==> src/rtl/fft_ctrl_if.sv <==
// Bus bundle between fft_ctrl and its sample source, butterfly PE and output consumer.
interface fft_ctrl_if;
    logic        din_valid;
    logic [31:0] din;
    logic        busy;
    logic [31:0] pe_a;
    logic [31:0] pe_b;
    logic [2:0]  pe_power;
    logic        pe_ab_valid;
    logic [31:0] pe_fft_a;
    logic [31:0] pe_fft_b;
    logic        pe_fft_valid;
    logic        dout_valid;
    logic [31:0] dout;
    logic        done;

    // controller side
    modport master (
        input  din_valid, din, pe_fft_a, pe_fft_b, pe_fft_valid,
        output busy, pe_a, pe_b, pe_power, pe_ab_valid, dout_valid, dout, done
    );

    // environment side: sample source, PE and output consumer
    modport slave (
        output din_valid, din, pe_fft_a, pe_fft_b, pe_fft_valid,
        input  busy, pe_a, pe_b, pe_power, pe_ab_valid, dout_valid, dout, done
    );
endinterface

==> src/rtl/fft_ctrl.sv <==
// fft_ctrl: sample buffer and butterfly scheduler for a 16-point radix-2 DIF FFT.
// The butterfly PE is external; this block only addresses, stores and moves words.
//
// state | meaning
// IDLE  | waiting for the first sample of a frame (that sample is stored)
// LOAD  | collecting the remaining samples into mem[wcnt]
// ISSUE | presenting one butterfly's operands to the PE
// WAIT  | waiting for the PE result, written back in place
// GAP   | waiting for PE valid to drop before advancing to the next butterfly
// OUT   | streaming mem in bit-reversed address order (natural bin order)
module fft_ctrl (
    input logic       clk,
    input logic       rst,
    fft_ctrl_if.master bus
);

    typedef enum logic [2:0] {
        S_IDLE,
        S_LOAD,
        S_ISSUE,
        S_WAIT,
        S_GAP,
        S_OUT
    } state_t;

    state_t      state;
    state_t      state_nxt;

    logic [31:0] mem [16];
    logic [3:0]  wcnt;
    logic [1:0]  stage;
    logic [2:0]  bfly;
    logic [3:0]  kcnt;

    logic [3:0]  span;
    logic [3:0]  j_idx;
    logic [3:0]  i_top;
    logic [3:0]  i_bot;
    logic [2:0]  power;
    logic [3:0]  k_rev;
    logic        take_sample;
    logic        frame_full;
    logic        gap_exit;
    logic        last_bfly;
    logic        wr_back;

    // Butterfly operand addresses and twiddle index from (stage, butterfly)
    always_comb begin
        span  = 4'd8 >> stage;
        j_idx = {1'b0, bfly} & (span - 4'd1);
        i_top = (({1'b0, bfly} >> (2'd3 - stage)) << (3'd4 - {1'b0, stage})) | j_idx;
        i_bot = i_top + span;
        power = j_idx[2:0] << stage;
        k_rev = {kcnt[0], kcnt[1], kcnt[2], kcnt[3]};
    end

    // Qualified events shared by the FSM and the datapath
    always_comb begin
        take_sample = bus.din_valid && ((state == S_IDLE) || (state == S_LOAD));
        frame_full  = take_sample && (state == S_LOAD) && (wcnt == 4'd15);
        gap_exit    = (state == S_GAP) && !bus.pe_fft_valid;
        last_bfly   = (stage == 2'd3) && (bfly == 3'd7);
        wr_back     = (state == S_WAIT) && bus.pe_fft_valid;
    end

    // State register
    always_ff @(posedge clk or posedge rst) begin
        if (rst) begin
            state <= S_IDLE;
        end else begin
            state <= state_nxt;
        end
    end

    // Next-state logic
    always_comb begin
        state_nxt = state;
        case (state)
            S_IDLE:  if (bus.din_valid) state_nxt = S_LOAD;
            S_LOAD:  if (frame_full) state_nxt = S_ISSUE;
            S_ISSUE: state_nxt = S_WAIT;
            S_WAIT:  if (bus.pe_fft_valid) state_nxt = S_GAP;
            S_GAP:   if (gap_exit) state_nxt = last_bfly ? S_OUT : S_ISSUE;
            S_OUT:   if (kcnt == 4'd15) state_nxt = S_IDLE;
            default: state_nxt = S_IDLE;
        endcase
    end

    // Sample storage and in-place write-back; contents are don't-care after reset
    always_ff @(posedge clk) begin
        if (take_sample) begin
            mem[wcnt] <= bus.din;
        end else if (wr_back) begin
            mem[i_top] <= bus.pe_fft_a;
            mem[i_bot] <= bus.pe_fft_b;
        end
    end

    // Frame counters: sample count, stage/butterfly position, output index
    always_ff @(posedge clk or posedge rst) begin
        if (rst) begin
            wcnt  <= 4'd0;
            stage <= 2'd0;
            bfly  <= 3'd0;
            kcnt  <= 4'd0;
        end else begin
            if (take_sample) begin
                wcnt <= wcnt + 4'd1;
            end
            if (frame_full) begin
                stage <= 2'd0;
                bfly  <= 3'd0;
            end
            if (gap_exit) begin
                if (last_bfly) begin
                    kcnt <= 4'd0;
                end else begin
                    bfly <= bfly + 3'd1;
                    if (bfly == 3'd7) begin
                        stage <= stage + 2'd1;
                    end
                end
            end
            if (state == S_OUT) begin
                kcnt <= kcnt + 4'd1;
            end
        end
    end

    // Registered outputs; PE operands and dout hold between updates
    always_ff @(posedge clk or posedge rst) begin
        if (rst) begin
            bus.busy        <= 1'b0;
            bus.pe_a        <= 32'd0;
            bus.pe_b        <= 32'd0;
            bus.pe_power    <= 3'd0;
            bus.pe_ab_valid <= 1'b0;
            bus.dout_valid  <= 1'b0;
            bus.dout        <= 32'd0;
            bus.done        <= 1'b0;
        end else begin
            if (bus.done) begin
                bus.busy <= 1'b0;
            end
            if (frame_full) begin
                bus.busy <= 1'b1;
            end
            bus.pe_ab_valid <= (state == S_ISSUE);
            if (state == S_ISSUE) begin
                bus.pe_a     <= mem[i_top];
                bus.pe_b     <= mem[i_bot];
                bus.pe_power <= power;
            end
            if (state == S_OUT) begin
                bus.dout_valid <= 1'b1;
                bus.dout       <= mem[k_rev];
                bus.done       <= (kcnt == 4'd15);
            end else begin
                bus.dout_valid <= 1'b0;
                bus.done       <= 1'b0;
            end
        end
    end

endmodule

==> src/flat_wrapper.sv <==
// flat-port wrapper written by rule: the top's interface ports become plain ports
module fft_ctrl_flat 
  (clk, rst, bus_din_valid, bus_din, bus_pe_fft_a, bus_pe_fft_b, bus_pe_fft_valid, bus_busy, bus_pe_a, bus_pe_b, bus_pe_power, bus_pe_ab_valid, bus_dout_valid, bus_dout, bus_done);
  fft_ctrl_if bus_i ();
  input logic clk;
  input logic rst;
  input wire logic [$bits(bus_i.din_valid)-1:0] bus_din_valid;
  input wire logic [$bits(bus_i.din)-1:0] bus_din;
  input wire logic [$bits(bus_i.pe_fft_a)-1:0] bus_pe_fft_a;
  input wire logic [$bits(bus_i.pe_fft_b)-1:0] bus_pe_fft_b;
  input wire logic [$bits(bus_i.pe_fft_valid)-1:0] bus_pe_fft_valid;
  output wire logic [$bits(bus_i.busy)-1:0] bus_busy;
  output wire logic [$bits(bus_i.pe_a)-1:0] bus_pe_a;
  output wire logic [$bits(bus_i.pe_b)-1:0] bus_pe_b;
  output wire logic [$bits(bus_i.pe_power)-1:0] bus_pe_power;
  output wire logic [$bits(bus_i.pe_ab_valid)-1:0] bus_pe_ab_valid;
  output wire logic [$bits(bus_i.dout_valid)-1:0] bus_dout_valid;
  output wire logic [$bits(bus_i.dout)-1:0] bus_dout;
  output wire logic [$bits(bus_i.done)-1:0] bus_done;
  assign bus_i.din_valid = bus_din_valid;
  assign bus_i.din = bus_din;
  assign bus_i.pe_fft_a = bus_pe_fft_a;
  assign bus_i.pe_fft_b = bus_pe_fft_b;
  assign bus_i.pe_fft_valid = bus_pe_fft_valid;
  assign bus_busy = bus_i.busy;
  assign bus_pe_a = bus_i.pe_a;
  assign bus_pe_b = bus_i.pe_b;
  assign bus_pe_power = bus_i.pe_power;
  assign bus_pe_ab_valid = bus_i.pe_ab_valid;
  assign bus_dout_valid = bus_i.dout_valid;
  assign bus_dout = bus_i.dout;
  assign bus_done = bus_i.done;
  fft_ctrl u_core (.clk(clk), .rst(rst), .bus(bus_i));
endmodule
==> config.mk <==
export PLATFORM = sky130hd
export DESIGN_NAME = fft_ctrl_flat
export DESIGN_NICKNAME = d
export VERILOG_FILES = /design/src/rtl/fft_ctrl_if.sv /design/src/rtl/fft_ctrl.sv /design/src/flat_wrapper.sv
export SDC_FILE = /design/constraint.sdc
export NUM_CORES = 2
export LEC_CHECK = 0
export CAP_MARGIN = 20
export CORE_ASPECT_RATIO = 1.2
export CORE_MARGIN = 2
export CORE_UTILIZATION = 65
export CTS_CLUSTER_SIZE = 12
export DETAILED_ROUTE_END_ITERATION = 16
export MAX_ROUTING_LAYER = met4
export PLACE_DENSITY_LB_ADDON = 0.08
export SETUP_SLACK_MARGIN = 0.05
export SLEW_MARGIN = 25
export SYNTH_ARGS = -nofsm -noshare
export SYNTH_HDL_FRONTEND = slang
export SYNTH_SLANG_ARGS = --single-unit
==> constraint.sdc <==
create_clock -name clk -period 11.3 [get_ports clk]
set_input_delay 2.825 -clock clk [delete_from_list [all_inputs] [get_ports clk]]
set_output_delay 2.825 -clock clk [all_outputs]
set_load 0.01 [all_outputs]
# [Word level (Yosys, flattened, before mapping)]
# Memory sizes are Yosys's and may differ from the RTL's. A register that Yosys moved wholly into a read port is not among the register bits.
# Cells that the tools add are included.
[totals] regBits=23 mem_bits_rw=512 in_bits=100 output_inout_bits=103 memories=1
[op_classes] n_addsub=8 n_eq_ne=14 shifts=4 mux=29 bitwise_logic=2 n_reduce_logical=15
[mem_list] name="u_core.mem" words=16 width=32 read_ports=3 rd_ports_with_merged_regs=3 write_ports=2 line_no="fft_ctrl.sv:29" rtl="logic [31:0] mem [16];"
[op_table] cell="two-way mux 32 bit" n=1
[op_table] cell="OR reduction 32 bit" n=1
[op_table] cell="two-way mux 3 bit" n=9
[op_table] cell="one-hot mux 3 bit (6 select lines)" n=1
[op_table] cell="two-way mux 4 bit" n=4
[op_table] cell="two-way mux 1 bit" n=10
[op_table] cell="equality test 3 bit (second input constant)" n=3
[op_table] cell="adder 4 x 1 -> 4 bit (second input constant)" n=2
[op_table] cell="equality test 4 bit (second input constant)" n=2
[op_table] cell="two-way mux 2 bit" n=4
[op_table] cell="equality test 3 x 2 -> 1 bit (second input constant)" n=2
[op_table] cell="logical AND 1 bit" n=6
[op_table] cell="!= test 2 x 1 -> 1 bit (second input constant)" n=3
[op_table] cell="nonzero test 2 bit" n=3
[op_table] cell="AND reduction 5 bit" n=1
[op_table] cell="adder 4 bit" n=1
[op_table] cell="AND 3 x 4 -> 4 bit" n=1
[op_table] cell="!= test 2 bit (second input constant)" n=2
[op_table] cell="OR 4 bit" n=1
[op_table] cell="<< shifter 4 x 3 -> 4 bit" n=1
[op_table] cell=">> shifter 3 x 2 -> 4 bit" n=1
[op_table] cell=">> shifter 4 x 2 -> 4 bit (first input constant)" n=1
[op_table] cell="subtractor 4 x 1 -> 4 bit (second input constant)" n=1
[op_table] cell="adder 3 x 1 -> 3 bit (second input constant)" n=1
[op_table] cell="10 further kinds" n=10

# [Depth between registers and ports, before layout]
[depth] depth_word=9 mapped_depth=21

# [Worst setup path after synthesis]
# No wires, ideal clock.
[synth_timing] kind="input-to-reg" startpoint="in bus_pe_fft_valid" endpoint="mem u_core.mem[0][0], enable pin" setup_time_ns=0.466 arrival_ns=6.383 t_required_ns=10.834 slack_ns=4.451 cell_stages=7 n_path_buf=3 path_cell_list="and2_1 -> nand2b_1 -> clkbuf_1 -> buf_1 -> clkbuf_1 -> a31oi_1 -> o21ai_0"
[synth_lines] element="from (decl)" line_no="flat_wrapper.sv:11" rtl="input wire logic [$bits(bus_i.pe_fft_valid)-1:0] bus_pe_fft_valid;"
[synth_lines] element="to (decl)" line_no="fft_ctrl.sv:29"

# [Worst setup path after layout]
[layout_timing] startpoint="reg u_core.stage[0]" endpoint="reg u_core.bus.pe_b[11] (read register of u_core.mem)"
[layout_via] elab_chain_cells=5 word_cells_on_any_way=9 cone_classes="add/sub (4); shift (3); bitwise (2)"
[layout_rtl] element="from (decl)" line_no="fft_ctrl.sv:31" rtl="logic [1:0] stage;"
[layout_rtl] element="from (signal assigned)" line_no="fft_ctrl.sv:120" rtl="stage <= stage + 2'd1;"
[layout_rtl] element="subtractor 2 bit or >> shifter 4 x 2 -> 4 bit (tied branches)" line_no="fft_ctrl.sv:51, fft_ctrl.sv:49"
[layout_rtl] element=">> shifter 3 x 2 -> 4 bit or subtractor 4 x 1 -> 4 bit (tied branches)" line_no="fft_ctrl.sv:51, fft_ctrl.sv:50"
[layout_rtl] element="<< shifter 4 x 3 -> 4 bit or AND 3 x 4 -> 4 bit (tied branches)" line_no="fft_ctrl.sv:51, fft_ctrl.sv:50"
[layout_rtl] element="OR 4 bit" line_no="fft_ctrl.sv:51" rtl="i_top = (({1'b0, bfly} >> (2'd3 - stage)) << (3'd4 - {1'b0, stage})) | j_idx;"
[layout_rtl] element="adder 4 bit (*)" line_no="fft_ctrl.sv:52" rtl="i_bot = i_top + span;"
[layout_rtl] element="to (decl)" line_no="fft_ctrl_if.sv:20" rtl="output busy, pe_a, pe_b, pe_power, pe_ab_valid, dout_valid, dout, done"
# Every way passes the cells marked *; elsewhere a longest branch is shown, timed or not.
# A chain may end at the register's enable or synchronous reset.

==> metrics.md <==
| Metric | Value |
|---|---|
| Outcome | complete, no violations |
| Met3 usage | 15.1% |
| CTS Root Cell | clkbuf_16 |
| CP arrival | 9.40 ns |
| Tightest Pin Transition | 1.25 ns |
| Pleak | 16.1 nW |
| MaxCap Viol Count | 0 |
| Hold Vio Cnt, Final | 0 |
| CP Data Required Time | approximately 12 ns |
| FF-to-FF path depth | 14 |
| Syn avg cell area | 13.6 sq um |
| Reg2reg start | u_core.stage[0] |
| CTS tree | built |
| GRT busiest layer | met2 |
| TritonRoute pass-1 iters | 8 |
| GPL Wtd Cong | 0.964 |
| Relative slew slack | roughly 14% |
| Clk_skew | 0.0208 ns |
| R2r setup slk | between 2 and 2.5 ns |
| Setup bufs post-CTS | 0 |
| DR iter-0 viols | between 4,000 and 5,000 |
| Top_reg_cell synth | edfxtp_1 |
| Initial core utilization | between 60% and 70% |
| CP endpoint kind | flip-flop |
| Routed WL | 151 mm |
| Layout cell share with drive strength beyond 1 | 35.5% |
| Die footprint | 65,700 sq um |
| RSZ-0062 raised after global routing | false |
| Placed Instances | 3,791 |
| Largest net degree at the start of global routing | 80 |
| Avg Vias per Cell | 8.17 |
| Post_cts resized | 0 |
| Antenna viol nets, final | 0 |
| Seq/Total Area, Yosys | 44.4% |
| Routed vias | around 32,000 |
| Net count, final | 3,152 |
| Minimum clock period | 8.91 ns |
| WHS Path Cells | 2 |
| Num CTS Buffers | 70 |
| Setup CP Type | reg -> reg |
| DRC | 0 |
| PwrDens | 198 nW/um^2 |
| Post-synthesis cell type count | 73 |
| Switching pwr | 3.10 mW |
| Chip height | about 280 microns |
| Port bufs | 202 |
| GRT overflow | 0 |
| Ys Warns | 0 |
| Final period utilization | 78.8% |
| First-pass GRT wire length | between 200 and 250 mm |
| Setup Viol. Count Final | 0 |
| Area Overhead vs Synth | 12.0% |
| Vias in the first global route | 32,500 |
| Cts hold-fix bufs | 0 |
| Core area | 63,100 sq um |
| Clk pwr share | 25.2% |
| Max frequency | 112 MHz |
| GR Layer Usage met2 | 69.2% |
| Mapped cell area | 41,400 sq um |
| Worst Setup SP | u_core.stage[0] |
| Sequential Power Share | 37.6% |
| Min-delay src | u_core.bus.dout[24] |
| Hold Crit Class | reg -> reg |
| Clk sinks | 631 |
| VDD IR-drop max | 0.157 mV |
| Gate Count Post-Synth | 3,044 |
| FF-to-FF End | u_core.bus.pe_b[11] |
| Gate power share | 37.3% |
| Hold Path End | u_core.bus.dout[24] |
| IO Count | between 200 and 250 |
| Pins Over Slew Limit | 0 |
| Skew-Pair Late Insertion Delay | roughly 0.63 ns |
| CTS max path bufs | 3 |
| Max H-tree Level | 3 |
| Row count | a little over 100 |
| WL/cell | just under 40 microns |
| Non-Filler Instances | 3,925 |
| Number of flops mapped to enable cells by yosys | 512 |
| Pwr Total | 9.19 mW |
| Clk slew on worst S/H paths | 0.06 ns |
| #FFs+latches synth | ~630 |
| Gr usage total | 47.6% |
| Crit start category | flip-flop |
| Met1 usage | 56.4% |
| Internal Power | between 6 and 7 mW |
| Synthesized net count | 3,157 |
| DP HPWL | between 80 and 90 mm |
| Antenna violations before repair | 4 |
| Setup TNS Final | 0 ns |
| Chip width | 234 microns |
| Ys async rst share | 18.9% |
| Switching share of power | 33.7% |
| CP Max Fanout | 79 |
==> area by class of cell <==
class	count	area, sq um
Antenna cell	4	10.0
Multi-Input combinational cell	2006	21700
Fill cell	4054	16700
Clock inverter	29	277
Sequential cell	631	18400
Tap cell	824	1030
Clock buffer	101	1990
Timing Repair Buffer	285	2810
Inverter	45	178
==> metal layers <==
metal	share of wire [%]	vias up	wire length (microns)
li1	-	12300	-
met1	33	15800	49500
met2	45	3146	67800
met3	14	862	21300
met4	8.3	0	12500
met5	0	-	0
==> layout by cell type (no fill, tap or decap), drive strengths merged, types with 4 or more instances in the layout <==
| master | instances |
|---|---|
| o211ai | 32 |
| a32o | 32 |
| nand3b | 32 |
| edfxtp | 512 |
| inv | 48 |
| and3 | 7 |
| nor2b | 6 |
| mux4 | 270 |
| o211a | 62 |
| nand2 | 230 |
| bufinv | 5 |
| a221o | 82 |
| buf | 83 |
| nand2b | 7 |
| nor3 | 57 |
| clkdlybuf4s50 | 202 |
| mux2 | 567 |
| a31oi | 8 |
| clkinv | 21 |
| a21oi | 42 |
| o32ai | 32 |
| a2111oi | 31 |
| mux2i | 210 |
| diode | 4 |
| o2bb2ai | 32 |
| clkbuf | 101 |
| nand4 | 6 |
| xnor2 | 4 |
| dfrtp | 119 |
| ha | 12 |
| o21ai | 81 |
| a221oi | 31 |
| nor2 | 45 |
| nor3b | 8 |
| o21bai | 8 |
| nand3 | 41 |
==> cell families (layout without fill, tap and decap cells) <==
kind of cell,Yosys count,in the layout,synth area share (%)
simple gates,451,451,5.34
fa+ha+maj,13,13,0.411
flops,631,631,44.4
mux,1047,1047,35.8
compound gates,489,489,9.70
buf+inv,407,460,4.29
xor+xnor,6,6,0.127
other cells,0,4,0
==> worst max-delay path by stage <==
stage	depth (start not counted)	slack [ns]	endpoint
2_1_floorplan	7	4.45	u_core.mem[0][0]
3_3_place_gp	15	2.55	u_core.mem[5][14]
3_5_place_dp	16	2.60	u_core.mem[10][29]
4_1_cts	16	2.55	u_core.mem[10][26]
5_1_grt	14	2.41	u_core.bus.pe_b[11]
6_report	14	2.39	u_core.bus.pe_b[11]
==> power groups by stage <==
stage	Clock [mW]	Combinational, mW	Sequential [mW]
floorplan	0	2.21	3.31
global placement	0	3.26	3.44
detailed placement	0	3.34	3.46
CTS	2.31	3.36	3.42
global route	2.39	3.58	3.47
finish	2.31	3.43	3.45
==> per-stage QoR <==
stage                     hold slack, ns  setup WS, ns  instance area (sq um)  utilization [%]
after global routing               0.503          2.41                  46300             73.4
after global placement             0.453          2.55                  43700             69.4
after CTS                          0.479          2.55                  46300             73.4
after floorplan                    0.468          4.45                  41400                -
final                              0.472          2.39                  46300             73.4
after detailed placement           0.461          2.60                  44000             69.8
==> cell usage after synthesis (3+ instances only) <==
master,n,share of area (%)
a2111oi_0,31,0.66
a21oi_1,39,0.47
a221o_1,82,2.0
a221oi_1,31,0.66
a31oi_1,8,0.12
a32o_1,32,0.77
and3_1,7,0.11
buf_1,30,0.27
buf_2,85,1.0
buf_4,21,0.38
buf_6,8,0.22
clkbuf_1,218,2.0
dfrtp_1,119,7.2
edfxtp_1,512,37
ha_1,12,0.36
inv_1,44,0.40
mux2_2,507,14
mux2_4,58,2.1
mux2i_1,210,5.1
mux4_2,270,15
nand2_1,228,2.1
nand2b_1,6,0.091
nand3_1,38,0.46
nand3_2,3,0.073
nand3b_1,32,0.58
nand4_1,3,0.045
nor2_1,44,0.40
nor2b_1,6,0.091
nor3_1,55,0.67
nor3b_1,7,0.13
nor4_4,3,0.15
o211a_1,62,1.5
o211ai_1,32,0.58
o21ai_0,62,0.75
o21ai_1,19,0.23
o21bai_1,8,0.15
o2bb2ai_1,31,0.66
o32ai_1,32,0.68
xnor2_1,4,0.085
==> sequential cells by signal, summed over array words and instances (netlist names) <==
signal / cells
u_core.kcnt: 4
u_core.bus.pe_b: 32
u_core.bfly: 3
u_core.state: 3
u_core.bus.pe_ab_valid: 1
u_core.bus.pe_a: 32
u_core.bus.done: 1
u_core.bus.dout: 32
u_core.bus.pe_power: 3
u_core.bus.busy: 1
u_core.mem: 512
u_core.stage: 2
u_core.wcnt: 4
u_core.bus.dout_valid: 1
==> worst max-delay path: stages (launching register included) <==
cell       delay [ns]
dfrtp_1          0.32
buf_4            0.48
inv_1            0.19
ha_1             0.42
or3b_4           0.73
a2bb2oi_4        0.26
buf_4            0.31
nand2_8          0.67
clkinv_2         0.90
fa_4             1.64
buf_4            0.73
buf_4            0.75
mux4_2           0.43
mux2_2           0.27
a221o_1          0.32
Note: power is estimated with default switching activity, not from simulation.
